$ cat config.mk
export PLATFORM = sky130hd
export DESIGN_NAME = disp_vramrd
export DESIGN_NICKNAME = d
export VERILOG_FILES = /design/src/rtl/disp_pkg.sv /design/src/rtl/disp_vramrd.sv
export SDC_FILE = /design/constraint.sdc
export NUM_CORES = 1
export LEC_CHECK = 0
export BUFFER_PORTS_ARGS = -buffer_cell sky130_fd_sc_hd__buf_2
export CORE_MARGIN = 4
export CORE_UTILIZATION = 40
export DETAILED_ROUTE_END_ITERATION = 10
export GPL_ROUTABILITY_DRIVEN = 0
export HOLD_SLACK_MARGIN = 0.03
export PLACE_DENSITY = 0.72
export RECOVER_POWER = 25
export SETUP_SLACK_MARGIN = 0.02
export SYNTH_ARGS = -nofsm -noshare
export SYNTH_HDL_FRONTEND = slang
export SYNTH_SLANG_ARGS = --single-unit
$ cat constraint.sdc
create_clock -name ACLK -period 1.57 [get_ports ACLK]
set_input_delay 0.157 -clock ACLK [delete_from_list [all_inputs] [get_ports ACLK]]
set_output_delay 0.157 -clock ACLK [all_outputs]
set_load 0.05 [all_outputs]
$ cat src/rtl/disp_pkg.sv
// ----------------------------------------------------------------------------
// disp_pkg
//   Shared types and constants for the display VRAM read master: the read FSM
//   state encoding, the fixed AXI4 read-address field values, and the frame
//   geometry from which the number of bursts per frame is derived.
// ----------------------------------------------------------------------------
package disp_pkg;

    typedef enum logic [1:0] {
        IDLE = 2'd0,   // waiting for a frame-start pulse
        WAIT = 2'd1,   // between bursts, waiting for FIFO room
        ADDR = 2'd2,   // read address presented, waiting for ARREADY
        DATA = 2'd3    // accepting read beats until RLAST
    } state_t;

    // Default frame geometry: 640x480, 32 bpp, two pixels per 64-bit beat.
    localparam int H_PIXELS_DEF   = 640;
    localparam int V_LINES_DEF    = 480;
    localparam int BURST_LEN_DEF  = 16;
    localparam int BEAT_BYTES_DEF = 8;

    // Fixed AXI read-address attributes.
    localparam logic [2:0] ARSIZE_8B    = 3'b011;
    localparam logic [1:0] ARBURST_INCR = 2'b01;

    // Burst counter width; large enough for the default 9600 bursts per frame.
    localparam int CNT_W = 14;

    // Bursts per frame. The geometry is expected to divide exactly.
    function automatic int calc_nburst(input int h_pixels, input int v_lines,
                                       input int burst_len);
        return h_pixels * v_lines / 2 / burst_len;
    endfunction

    localparam int NBURST      = calc_nburst(H_PIXELS_DEF, V_LINES_DEF, BURST_LEN_DEF);
    localparam int BURST_BYTES = BURST_LEN_DEF * BEAT_BYTES_DEF;

endpackage

$ cat src/rtl/disp_vramrd.sv
// ----------------------------------------------------------------------------
// disp_vramrd
//   VRAM read master for the display path. Each frame-start pulse (while the
//   display is enabled) walks one frame of VRAM as AXI4 INCR read bursts and
//   writes every returned 64-bit beat into the display FIFO. A burst is only
//   requested once the FIFO reports room for a whole burst, so the R channel
//   is never back-pressured.
//
// Ports
//   ACLK, ARST          clock; synchronous active-high reset
//   DISPON              display enable; frames start only while high
//   VRSTART             one-cycle frame-start pulse
//   DISPADDR[31:0]      frame base byte address (bits [6:0] ignored)
//   BUF_WREADY          FIFO has room for at least one burst
//   FIFOIN[63:0]/FIFOWR registered beat data and write strobe to the FIFO
//   AR*                 AXI4 read-address channel (master side)
//   RDATA/RVALID/RLAST/RREADY  AXI4 read-data channel (master side)
//   BUSY                high from frame start until the frame's last beat
//                       has been written
// ----------------------------------------------------------------------------
module disp_vramrd
    import disp_pkg::*;
#(
    parameter int H_PIXELS   = H_PIXELS_DEF,
    parameter int V_LINES    = V_LINES_DEF,
    parameter int BURST_LEN  = BURST_LEN_DEF,
    parameter int BEAT_BYTES = BEAT_BYTES_DEF
) (
    input  logic        ACLK,
    input  logic        ARST,
    input  logic        DISPON,
    input  logic        VRSTART,
    input  logic [31:0] DISPADDR,
    input  logic        BUF_WREADY,
    output logic [63:0] FIFOIN,
    output logic        FIFOWR,
    output logic [31:0] ARADDR,
    output logic [7:0]  ARLEN,
    output logic [2:0]  ARSIZE,
    output logic [1:0]  ARBURST,
    output logic        ARVALID,
    input  logic        ARREADY,
    input  logic [63:0] RDATA,
    input  logic        RVALID,
    input  logic        RLAST,
    output logic        RREADY,
    output logic        BUSY
);

    localparam int FRAME_BURSTS = calc_nburst(H_PIXELS, V_LINES, BURST_LEN);
    localparam int STEP_BYTES   = BURST_LEN * BEAT_BYTES;

    state_t             state_q;
    logic [31:0]        araddr_q;
    logic               arvalid_q;
    logic               rready_q;
    logic               fifowr_q;
    logic [63:0]        fifoin_q;
    logic               busy_q;
    logic [CNT_W-1:0]   burst_cnt_q;

    logic [31:0]        araddr_d;
    logic               last_burst;

    // Bursts are 128-byte aligned; the low address bits are deliberately dropped.
    logic dispaddr_lsb_unused;
    assign dispaddr_lsb_unused = ^DISPADDR[6:0];

    // Next burst address; wraps modulo 2^32 by construction.
    assign araddr_d   = araddr_q + 32'(STEP_BYTES);
    assign last_burst = (burst_cnt_q == CNT_W'(FRAME_BURSTS - 1));

    always_ff @(posedge ACLK) begin
        // NOTE: every register here uses <= so all of them update from the same
        // pre-edge values; mixing in = would make results depend on statement order.
        if (ARST) begin
            state_q     <= IDLE;
            araddr_q    <= '0;
            arvalid_q   <= 1'b0;
            rready_q    <= 1'b0;
            fifowr_q    <= 1'b0;
            fifoin_q    <= '0;
            busy_q      <= 1'b0;
            burst_cnt_q <= '0;
        end else begin
            // FIFOWR is a one-cycle pulse per accepted beat.
            fifowr_q <= 1'b0;

            case (state_q)
                IDLE: begin
                    // Entered right after the final beat is accepted, so BUSY
                    // drops on the same edge as the final FIFOWR.
                    busy_q <= 1'b0;
                    if (VRSTART && DISPON) begin
                        araddr_q    <= {DISPADDR[31:7], 7'b0};
                        burst_cnt_q <= '0;
                        busy_q      <= 1'b1;
                        state_q     <= WAIT;
                    end
                end

                WAIT: begin
                    if (!DISPON) begin
                        busy_q  <= 1'b0;
                        state_q <= IDLE;
                    end else if (BUF_WREADY) begin
                        arvalid_q <= 1'b1;
                        state_q   <= ADDR;
                    end
                end

                ADDR: begin
                    // ARVALID/ARADDR are registers and simply hold until ARREADY.
                    if (ARREADY) begin
                        arvalid_q <= 1'b0;
                        rready_q  <= 1'b1;
                        state_q   <= DATA;
                    end
                end

                DATA: begin
                    if (RVALID) begin
                        fifoin_q <= RDATA;
                        fifowr_q <= 1'b1;
                        // RLAST alone ends the burst, however many beats arrived.
                        if (RLAST) begin
                            rready_q    <= 1'b0;
                            araddr_q    <= araddr_d;
                            burst_cnt_q <= burst_cnt_q + CNT_W'(1);
                            // A DISPON drop mid-burst is handled in WAIT.
                            state_q     <= last_burst ? IDLE : WAIT;
                        end
                    end
                end

                default: state_q <= IDLE;
            endcase
        end
    end

    assign FIFOIN  = fifoin_q;
    assign FIFOWR  = fifowr_q;
    assign ARADDR  = araddr_q;
    assign ARLEN   = 8'(BURST_LEN - 1);
    assign ARSIZE  = ARSIZE_8B;
    assign ARBURST = ARBURST_INCR;
    assign ARVALID = arvalid_q;
    assign RREADY  = rready_q;
    assign BUSY    = busy_q;

endmodule

==> results.py <==
metrics = {
    "logic_synthesis": {
        "synth_seq_cells": 109,
        "syn_inst": 625,
        "synth_top_area_share_pct": 44.1,
        "synth_top_cell_by_area": "dfxtp_1",
        "synthTopCellsByArea": "dfxtp_1, nand2_1, a21oi_1, buf_4, nand3_1",
        "syn-cell-area_um2": 4950,
        "yosys_warnings": 0,
        "synth_ff_type": "dfxtp_1",
        "synth_edf_count": 0,
        "synth.avg_cell_area_um2": 7.92,
        "ys_async_sr_fraction_pct": 0,
        "ys_types": 56,
        "seq_area_frac_synth_pct": 44.1,
    },
    "setup_path": {
        "r2r_cells": 6,
        "rrSetupSlack_ns": -0.03,
        "worstReg2RegStart": "ARADDR[7]$_SDFFE_PP0P_",
        "crit_end": "ARADDR[19]$_SDFFE_PP0P_",
        "start_kind": "flip-flop",
        "path_class": "flip-flop to flip-flop",
        "cp_max_fo": 5,
        "worstPathRequired_ns": 1.82,
        "cp_slowest_cell": "dfxtp_4",
        "crit_start": "ARADDR[7]$_SDFFE_PP0P_",
        "cp-end-kind": "flip-flop",
        "r2r-end": "ARADDR[19]$_SDFFE_PP0P_",
        "max_stage_delay_ns": 0.38,
        "path_cells": "ha_4, nand4_1, buf_4, nor3_4, o21ai_1, a32o_1",
        "cp.arrival_ns": 1.85,
    },
    "finish": {
        "drive_gt1_share_pct": 33.8,
        "syn_to_final_growth_pct": 42.2,
        "fin_cells": 1027,
        "n_antenna_cell": 0,
        "stdcell_area_um2": 7040,
        "fin_nets": 960,
    },
    "drt": {
        "wirelength_mm": 15.5,
        "post_drt_wl_per_cell_um": 15.1,
        "via_per_inst": 5.21,
        "drtIter0Drc": 342,
        "final_antenna_net_count": 0,
        "vias": 5348,
        "first_pass_iters": 4,
        "drc": 0,
    },
    "timing": {
        "max_slew_margin_pct": 57.5,
        "setup_slack_ns": -0.0306,
        "fin_setup_tns_ns": -0.0306,
        "finalCritPeriodShare_pct": 102,
        "worst_slew_pin_slew_ns": 0.640,
        "hold_violations": 0,
        "min_period_ns": 1.60,
        "finalSetupViolCount": 1,
        "rsz0062_at_grt": "yes",
        "max_freq_mhz": 625,
        "skew_ns": 0.00859,
        "drv_slew": 0,
    },
    "power_and_ir_drop": {
        "p_leak_nw": 2.84,
        "fin_total_pwr_mw": 6.19,
        "ir_worst_vdd_v": 0.000733,
        "power_density_nw_per_um2": 879,
    },
    "grt": {
        "grt_pass1_vias": 4961,
        "antenna_found_initial": 0,
        "grt_util_all_layers_pct": 20.7,
        "grt-ovfl-total": 0,
        "grt_max_degree": 65,
        "grt_pass1_wl_mm": 24.5,
    },
    "clocking": {
        "clockRootBuffer": "clkbuf_16",
        "ctsHtreeMaxLevel": 3,
        "cts_sinks": 109,
        "clkSlewWorstSetupHoldPaths_ns": 0.08,
        "cts_buffer_depth": 2,
        "numCtsBuffers": 9,
        "clkLatencyLatePin_ns": 0.35,
        "cts_tree": "done",
    },
    "floorplan": {
        "initial_utilization_pct": 41.0,
        "fp.dieArea_um2": 14200,
        "core_um2": 12100,
        "dieHeight_um": 119,
        "core.rowCount": 40,
        "ios": 217,
        "die_x_um": 119,
    },
    "run_status": {
        "violations": "negative setup slack",
        "outcome": "finished with violations",
    },
    "min_path": {
        "holdCritPathClass": "input pin to flip-flop",
    },
    "run": {
        "cap_violations": 0,
    },
    "placement": {
        "place_hpwl_mm": 10.7,
        "dp_cells": 999,
        "placed_area_um2": 6470,
        "dpl_worst_slack_ns": -0.112,
        "io_buffers": 189,
    },
}
[worst min-delay path by stage]
stage,from,end,slack (ns),cells past startpoint
4_1_cts,RDATA[34],FIFOIN[34]$_SDFFE_PP0P_,0.03,3
3_5_place_dp,RDATA[41],FIFOIN[41]$_SDFFE_PP0P_,0.40,3
3_3_place_gp,RDATA[28],FIFOIN[28]$_SDFFE_PP0P_,0.40,3
5_1_grt,RDATA[46],FIFOIN[46]$_SDFFE_PP0P_,0.04,3
2_1_floorplan,RDATA[10],FIFOIN[10]$_SDFFE_PP0P_,0.29,2
6_report,RDATA[44],FIFOIN[44]$_SDFFE_PP0P_,0.04,3
[worst max-delay path, delay by kind of cell (launching register included)]
kind | cells | cell delay, ns
compound gates | 2 | 0.31
simple gates | 2 | 0.43
flops | 1 | 0.38
fa+ha+maj | 1 | 0.16
buf+inv | 1 | 0.23
[registers in the layout (all words and copies together), names as in the netlist]
name and flops:
FIFOWR 1, burst_cnt_q 14, BUSY 1, ARADDR 25
FIFOIN 64, ARVALID 1, RREADY 1, state_q 2
[synthesized netlist by cell type, types with 9 or more instances]
cell type,n
buf_1,10
clkbuf_1,22
a21oi_1,90
nor2_1,24
nand3_1,19
o21ai_0,12
buf_2,12
dfxtp_1,109
buf_4,22
nand2_1,155
and3_1,12
nand4_1,9
[report_power, final]
| group | total, mW | switching, mW | internal (mW) |
|---|---|---|---|
| combinational | 0.760 | 0.500 | 0.260 |
| sequential | 2.84 | 0.0463 | 2.80 |
| clock | 2.58 | 1.04 | 1.55 |
| total | 6.19 | 1.58 | 4.60 |
[cell families after synthesis]
kind of cell    Yosys count  share of synthesized area, %
xor+xnor                  7                          1.24
fa+ha+maj                 2                         0.505
flops                   109                          44.1
other cells               2                         0.152
compound gates          165                          20.8
buf+inv                  69                          7.20
simple gates            271                          26.0
[through the flow]
stage,hold WS (ns),utilization (%)
after floorplan,0.293,-
after global placement,0.398,53.7
after detailed placement,0.403,53.7
after CTS,0.0301,57.3
after global routing,0.0354,58.3
final,0.0418,58.3
[layout by cell type, fill, tap and decap left out, drive strengths merged, types with 8 or more instances in the layout]
master,count
conb,20
o311ai,8
a21oi,90
nor2,25
and4,8
clkbuf,58
dfxtp,109
buf,215
nand2,155
a21o,8
o21ai,12
nand3,19
and3,12
nand4,12
[layer usage]
metal	global-route usage [%]	share of wire [%]	up-vias
li1	-	-	2639
met1	27.5	43	2492
met2	33.0	48	189
met3	4.99	6.5	28
met4	7.02	2.1	0
met5	0	0	-
[cell type report]
type / count / area (um^2)
Fill cell: 1146 / 5020
Multi-Input combinational cell: 466 / 2690
Sequential cell: 109 / 2260
Timing Repair Buffer: 265 / 1530
Clock buffer: 12 / 268
Tap cell: 168 / 210
Clock inverter: 4 / 77.6
Inverter: 3 / 11.3
[repair_timing]
| action | 4_1_cts | 5_1_grt |
|---|---|---|
| resized for setup | 15 | 28 |
| pin swaps | 2 | 13 |
| hold endpoints to repair | 4 | 0 |
| buffers inserted | 0 | 7 |
| cloned | 0 | 1 |
| hold buffers | 4 | 0 |
| setup endpoints to repair | 30 | 25 |
Power figures use the tool's default switching activity.
